<file path="src/rtl/bcd_stopwatch_ctrl_if.sv">
// bcd_stopwatch_ctrl_if: command/status bundle between the front panel and the stopwatch controller.
// Commands (master -> slave): start_i, stop_i, clear_i, lap_i (level-sampled each clock edge).
// Status   (slave -> master): cnt_o / lap_cnt_o (4-digit BCD), lap_valid_o, running_o, overflow_o.
interface bcd_stopwatch_ctrl_if;
  logic        start_i;
  logic        stop_i;
  logic        clear_i;
  logic        lap_i;
  logic [15:0] cnt_o;
  logic [15:0] lap_cnt_o;
  logic        lap_valid_o;
  logic        running_o;
  logic        overflow_o;
  modport master (
    output start_i, stop_i, clear_i, lap_i,
    input  cnt_o, lap_cnt_o, lap_valid_o, running_o, overflow_o
  );
  modport slave (
    input  start_i, stop_i, clear_i, lap_i,
    output cnt_o, lap_cnt_o, lap_valid_o, running_o, overflow_o
  );
endinterface

</file>
<file path="src/rtl/bcd_stopwatch_ctrl.sv">
// bcd_stopwatch_ctrl: four-digit BCD stopwatch with start/stop/clear/lap control and a TICK_DIV prescaler.
// Ports: clk (rising-edge clock), rst_n (async active-low reset),
//        bus (slave modport: command levels in; live count, lap capture, running and overflow status out).
module bcd_stopwatch_ctrl #(
  parameter int TICK_DIV = 10
) (
  input  logic                 clk,
  input  logic                 rst_n,
  bcd_stopwatch_ctrl_if.slave  bus
);
  localparam int PW = (TICK_DIV > 1) ? $clog2(TICK_DIV) : 1;
  localparam logic [PW-1:0] TOP = PW'(TICK_DIV - 1);
  typedef enum logic [1:0] {IDLE, RUN, PAUSE, OVF} state_t;
  state_t        state_q, state_d;
  logic [PW-1:0] presc_q, presc_d;
  logic [15:0]   cnt_q, cnt_d, lap_q, lap_d, inc;
  logic          lap_valid_q, lap_valid_d, running_q, overflow_q;
  logic [3:0]    cy;
  logic          advance, tick;
  // A stop or clear on the same edge freezes the prescaler, so a due tick is dropped.
  assign advance = (state_q == RUN) && !bus.stop_i && !bus.clear_i;
  assign tick    = advance && (presc_q == TOP);
  // Ripple-carry BCD incrementer: each digit wraps 9->0 and carries, all within one cycle.
  assign cy[0] = 1'b1;
  for (genvar g = 0; g < 4; g++) begin : g_dig
    logic [3:0] d;
    assign d = cnt_q[4*g +: 4];
    assign inc[4*g +: 4] = cy[g] ? ((d == 4'd9) ? 4'd0 : d + 4'd1) : d;
    if (g < 3) begin : g_cy
      assign cy[g+1] = cy[g] & (d == 4'd9);
    end
  end
  always_comb begin
    state_d     = state_q;
    presc_d     = presc_q;
    cnt_d       = cnt_q;
    lap_d       = lap_q;
    lap_valid_d = lap_valid_q;
    if (advance) presc_d = tick ? '0 : presc_q + PW'(1);
    if (bus.lap_i && (state_q == RUN || state_q == PAUSE)) begin
      lap_d       = cnt_q;
      lap_valid_d = 1'b1;
    end
    case (state_q)
      IDLE, PAUSE: if (bus.start_i && !bus.stop_i) state_d = RUN;
      RUN: begin
        if (bus.stop_i) state_d = PAUSE;
        else if (tick) begin
          if (cnt_q == 16'h9999) state_d = OVF;
          else cnt_d = inc;
        end
      end
      default: ;
    endcase
    if (bus.clear_i) begin
      state_d     = IDLE;
      presc_d     = '0;
      cnt_d       = '0;
      lap_d       = '0;
      lap_valid_d = 1'b0;
    end
  end
  always_ff @(posedge clk or negedge rst_n) begin
    if (!rst_n) begin
      state_q     <= IDLE;
      presc_q     <= '0;
      cnt_q       <= '0;
      lap_q       <= '0;
      lap_valid_q <= 1'b0;
      running_q   <= 1'b0;
      overflow_q  <= 1'b0;
    end else begin
      state_q     <= state_d;
      presc_q     <= presc_d;
      cnt_q       <= cnt_d;
      lap_q       <= lap_d;
      lap_valid_q <= lap_valid_d;
      running_q   <= (state_d == RUN);
      overflow_q  <= (state_d == OVF);
    end
  end
  assign bus.cnt_o       = cnt_q;
  assign bus.lap_cnt_o   = lap_q;
  assign bus.lap_valid_o = lap_valid_q;
  assign bus.running_o   = running_q;
  assign bus.overflow_o  = overflow_q;
endmodule

</file>
<file path="src/flat_wrapper.sv">
// flat-port wrapper written by rule: the top's interface ports become plain ports
module bcd_stopwatch_ctrl_flat 
#(
  parameter int TICK_DIV = 10
)
  (clk, rst_n, bus_start_i, bus_stop_i, bus_clear_i, bus_lap_i, bus_cnt_o, bus_lap_cnt_o, bus_lap_valid_o, bus_running_o, bus_overflow_o);
  bcd_stopwatch_ctrl_if bus_i ();
  input  logic clk;
  input  logic rst_n;
  input wire logic [$bits(bus_i.start_i)-1:0] bus_start_i;
  input wire logic [$bits(bus_i.stop_i)-1:0] bus_stop_i;
  input wire logic [$bits(bus_i.clear_i)-1:0] bus_clear_i;
  input wire logic [$bits(bus_i.lap_i)-1:0] bus_lap_i;
  output wire logic [$bits(bus_i.cnt_o)-1:0] bus_cnt_o;
  output wire logic [$bits(bus_i.lap_cnt_o)-1:0] bus_lap_cnt_o;
  output wire logic [$bits(bus_i.lap_valid_o)-1:0] bus_lap_valid_o;
  output wire logic [$bits(bus_i.running_o)-1:0] bus_running_o;
  output wire logic [$bits(bus_i.overflow_o)-1:0] bus_overflow_o;
  assign bus_i.start_i = bus_start_i;
  assign bus_i.stop_i = bus_stop_i;
  assign bus_i.clear_i = bus_clear_i;
  assign bus_i.lap_i = bus_lap_i;
  assign bus_cnt_o = bus_i.cnt_o;
  assign bus_lap_cnt_o = bus_i.lap_cnt_o;
  assign bus_lap_valid_o = bus_i.lap_valid_o;
  assign bus_running_o = bus_i.running_o;
  assign bus_overflow_o = bus_i.overflow_o;
  bcd_stopwatch_ctrl #(.TICK_DIV(TICK_DIV)) u_core (.clk(clk), .rst_n(rst_n), .bus(bus_i));
endmodule
</file>
<file path="config.mk">
export PLATFORM = sky130hd
export DESIGN_NAME = bcd_stopwatch_ctrl_flat
export DESIGN_NICKNAME = d
export VERILOG_FILES = /design/src/rtl/bcd_stopwatch_ctrl_if.sv /design/src/rtl/bcd_stopwatch_ctrl.sv /design/src/flat_wrapper.sv
export SDC_FILE = /design/constraint.sdc
export NUM_CORES = 1
export LEC_CHECK = 0
export BUFFER_PORTS_ARGS = -buffer_cell sky130_fd_sc_hd__buf_2
export CAP_MARGIN = 20
export CORE_MARGIN = 2
export CORE_UTILIZATION = 59
export DETAILED_ROUTE_END_ITERATION = 8
export PLACE_DENSITY = 0.92
export SETUP_SLACK_MARGIN = 0.2
export SYNTH_ARGS = -nofsm -noshare
export SYNTH_HDL_FRONTEND = slang
export SYNTH_SLANG_ARGS = --single-unit
</file>
<file path="constraint.sdc">
create_clock -name clk -period 4.19 [get_ports clk]
set_input_delay 0.838 -clock clk [delete_from_list [all_inputs] [get_ports clk]]
set_output_delay 0.838 -clock clk [all_outputs]
set_load 0.02 [all_outputs]
</file>
==> results.txt <==
----------------------------------------------------
[STA]
  Upper clock frequency limit ... 468 MHz
  Post-layout minimum cycle time ... ~2.1 ns
  Final setup violation count ... 0
  Hold Fails Final Rpt ... 0
  Actual transition at the worst max-transition pin ... 0.897 ns
  Setup TNS ... 0 ns
  Final setup skew ... 0.00502 ns
  Share of the clock period used by the worst path after layout ... 0.510
  Setup repair after global routing missed its margin ... no
  Max-slew violation count ... 0
  Max_slew headroom ... 0.402

[Route]
  Routed Wire Length ... 4270 µm
  Routed via count ... 1,765
  Detail-routed net length per standard cell ... 13.5 µm
  Initial drt markers ... ~140
  DRT antenna net count ... 0
  Number of iterations in the first detailed-routing pass ... 4
  Via-per-instance ratio ... 5.57
  DRC violations left ... 0

[Yosys]
  Main area contributors after synthesis ... dfrtp_1 (48%), ha_1 (8.1%), a21oi_1 (7.4%), nand2_1 (7.1%), nor2_1 (4.2%)
  Synth Cell Area ... 0.00215 mm²
  Share of the yosys chip area belonging to registers ... 0.476
  Number of nets produced by synthesis ... about 250
  Cell type with the largest total area after synthesis ... dfrtp_1
  Asr flop ratio synth ... 1.00
  Mapped Cells ... 233
  FF+latch count, synth ... 41
  Mean Syn Cell Area ... 9.24 µm²
  Yosys top cell area share ... 0.476
  Leading register cell type out of synthesis ... dfrtp_1
  Count of flip-flops with a built-in enable after synthesis ... 0
  Number of library cell types mapped by synthesis ... 39
  Number of warnings issued by yosys ... 0
  Most instantiated cells after synthesis ... dfrtp_1 (41), nand2_1 (41), a21oi_1 (32)

[Worst setup path]
  Worst-path cell chain ... inv_1 > ha_1 > and4bb_4 > nand3_4 > or4_4 > a211oi_2 > nor2b_1
  Critical Path AT ... 2.38 ns
  Depth of the worst register-to-register path ... 7
  Critical path startpoint category ... flip-flop
  Kind of cell adding the most delay to the critical path ... simple AND/OR/NAND/NOR gates
  Max Fanout on Critical Path ... 6
  Required time of the critical path ... ~4.4 ns
  Max stage delay on crit path ... 0.45 ns
  Critical register-to-register path endpoint ... u_core.bus.running_o
  Crit path capture type ... flip-flop
  Number of buffer and inverter instances along the worst setup path ... 1
  Timing startpoint of the critical path ... u_core.state_q[1]
  Setup CP Type ... flip-flop to flip-flop
  Source of the worst register-to-register timing path ... u_core.state_q[1]
  Worst R2R Setup Slack ... 2.05 ns
  Highest-delay cell along the critical path ... dfrtp_1

[Clock tree]
  Number of buffers between clock root and the deepest sink ... 2
  Clock tree root buffer cell ... clkbuf_4
  Post-CTS Hold Fix Bufs ... 0
  Sinks on the clock net ... 41
  Number of buffers added by the clock tree synthesis step ... 5
  Clock tree from TritonCTS ... yes
  Skew-Pair Late Insertion Delay ... 0.35 ns
  H-Tree Level Count ... 2
  Number of post-CTS setup repair buffers ... 0
  Post-cts sizing count ... 0
  CTS clock-pin slew for the worst setup and hold paths ... 0.11 ns

[Global route]
  Largest net degree at the start of global routing ... 43
  Initial antenna violation count ... 0
  Vias in the first global route ... 1,642
  First-pass GRT wire length ... 7430 µm
  Total Routing Usage GR ... 0.233
  Grt ovf ... 0

[Final layout]
  Antenna Diode Count ... 0
  Share of cells above drive strength 1 ... 0.192
  Nets@finish ... 291
  Area growth from synthesis to layout ... 12.7%
  Utilization of the core after routing ... 0.711

[Placement]
  Final HPWL from detailed placement ... 3080 µm
  IO Port Bufs ... 40
  Final weighted congestion in routability-driven placement ... 0.838

[Min path]
  Worst hold start ... u_core.bus.lap_valid_o
  Worst min-delay path category ... flip-flop to flip-flop
  Destination of the worst hold path ... u_core.bus.lap_valid_o
  Number of cells on the worst hold path ... 2

[Die]
  Row count ... 21
  Horiz. Die Dim ... 64.4 µm
  Total Die Area ... 0.00415 mm²
  Core region area ... ~0.0034 mm²
  Effective utilization at floorplan ... 0.630
  Die Y ... 64.4 µm
  I/O pin cnt ... 41

[Run status]
  Status ... finished, final reports clean

[Power]
  Leakage ... 1.20 nW
  Worst VDD drop ... 0.000182 V
  Power density over cell area ... 259 mW/mm²

[Job]
  Number of max-cap violations ... 0

----------------------------------------------------
## how the worst max path moves through the flow
stage,depth (start not counted),slack (ns),end
6_report,7,2.05,u_core.bus.running_o
5_1_grt,7,1.92,u_core.bus.running_o
4_1_cts,7,2.06,u_core.bus.running_o
3_5_place_dp,6,1.84,u_core.bus.cnt_o[13]
3_3_place_gp,6,1.88,u_core.bus.cnt_o[13]
2_1_floorplan,5,2.07,u_core.bus.cnt_o[13]
## power breakdown
| part | internal [W] | switching [W] | leakage (nW) |
|---|---|---|---|
| registers | 0.000397 | 0.00000116 | 0.573 |
| logic | 0.00000712 | 0.0000233 | 0.595 |
| clock network | 0.0000792 | 0.000120 | 0.0314 |
## worst register-to-register path, cell delays in order (launching register included)
cell and delay [ns]:
dfrtp_1 0.45, inv_1 0.10, ha_1 0.26, and4bb_4 0.31
nand3_4 0.10, or4_4 0.45, a211oi_2 0.28, nor2b_1 0.08
## cells in the final DEF, fill, tap and decap left out, types with 2 or more instances in the layout
cell type | netlist | routed
a21oi_1 | 32 | 32
and2_1 | 4 | 4
and3b_1 | 3 | 3
buf_2 | 1 | 40
clkbuf_4 | 0 | 5
dfrtp_1 | 41 | 41
ha_1 | 14 | 14
inv_1 | 7 | 7
mux2i_1 | 4 | 4
nand2_1 | 41 | 41
nand3_1 | 6 | 6
nand3b_1 | 4 | 4
nor2_1 | 24 | 24
nor2b_1 | 5 | 5
nor3_1 | 11 | 11
o21ai_0 | 3 | 3
o21bai_1 | 2 | 2
or3_1 | 3 | 3
xor2_1 | 2 | 2
## flip-flops by register name, summed over array words and instances, names as in the netlist
register and flops:
u_core.bus.running_o 1, u_core.presc_q 4, u_core.state_q 2, u_core.bus.lap_valid_o 1, u_core.bus.lap_cnt_o 16, u_core.bus.cnt_o 16
u_core.bus.overflow_o 1
## cell families (layout without fill, tap and decap cells)
kind of cell / after synthesis / count (layout) / share of synthesized area
compound gates: 44 / 44 / 0.120
buf+inv: 16 / 54 / 0.0302
xor+xnor: 3 / 3 / 0.0122
fa+ha+maj: 14 / 14 / 0.0813
flops: 41 / 41 / 0.476
mux: 4 / 4 / 0.0186
simple gates: 111 / 111 / 0.261
## per-layer routing
metal | part of all wire | wire, µm | vias to the layer above | global-route usage
met5 | 0 | 0 | - | 0
met4 | 0.012 | 52 | 0 | 0.0638
met3 | 0.053 | 225 | 7 | 0.0694
met2 | 0.50 | 2140 | 50 | 0.406
met1 | 0.43 | 1850 | 840 | 0.281
li1 | - | - | 868 | -
## through the flow
step           hold slack [ns]  total power, W  worst slack, ns  instances  cell area [µm²]
2_1_floorplan            0.533        0.000422             2.07        233             2150
3_3_place_gp             0.485        0.000436             1.88        310             2370
3_5_place_dp             0.491        0.000437             1.84        310             2370
4_1_cts                  0.517        0.000633             2.06        317             2430
5_1_grt                  0.551        0.000656             1.92        317             2430
6_report                 0.513        0.000628             2.05        317             2430
## layout make-up
class	instances	area, µm²
clock buffers	7	55.1
fillers	271	988
flip-flops and latches	41	1030
repair buffers	40	200
well taps	46	57.6
multi-input cells	176	1060
inverters	7	26.3
Note: power is estimated with default switching activity, not from simulation.
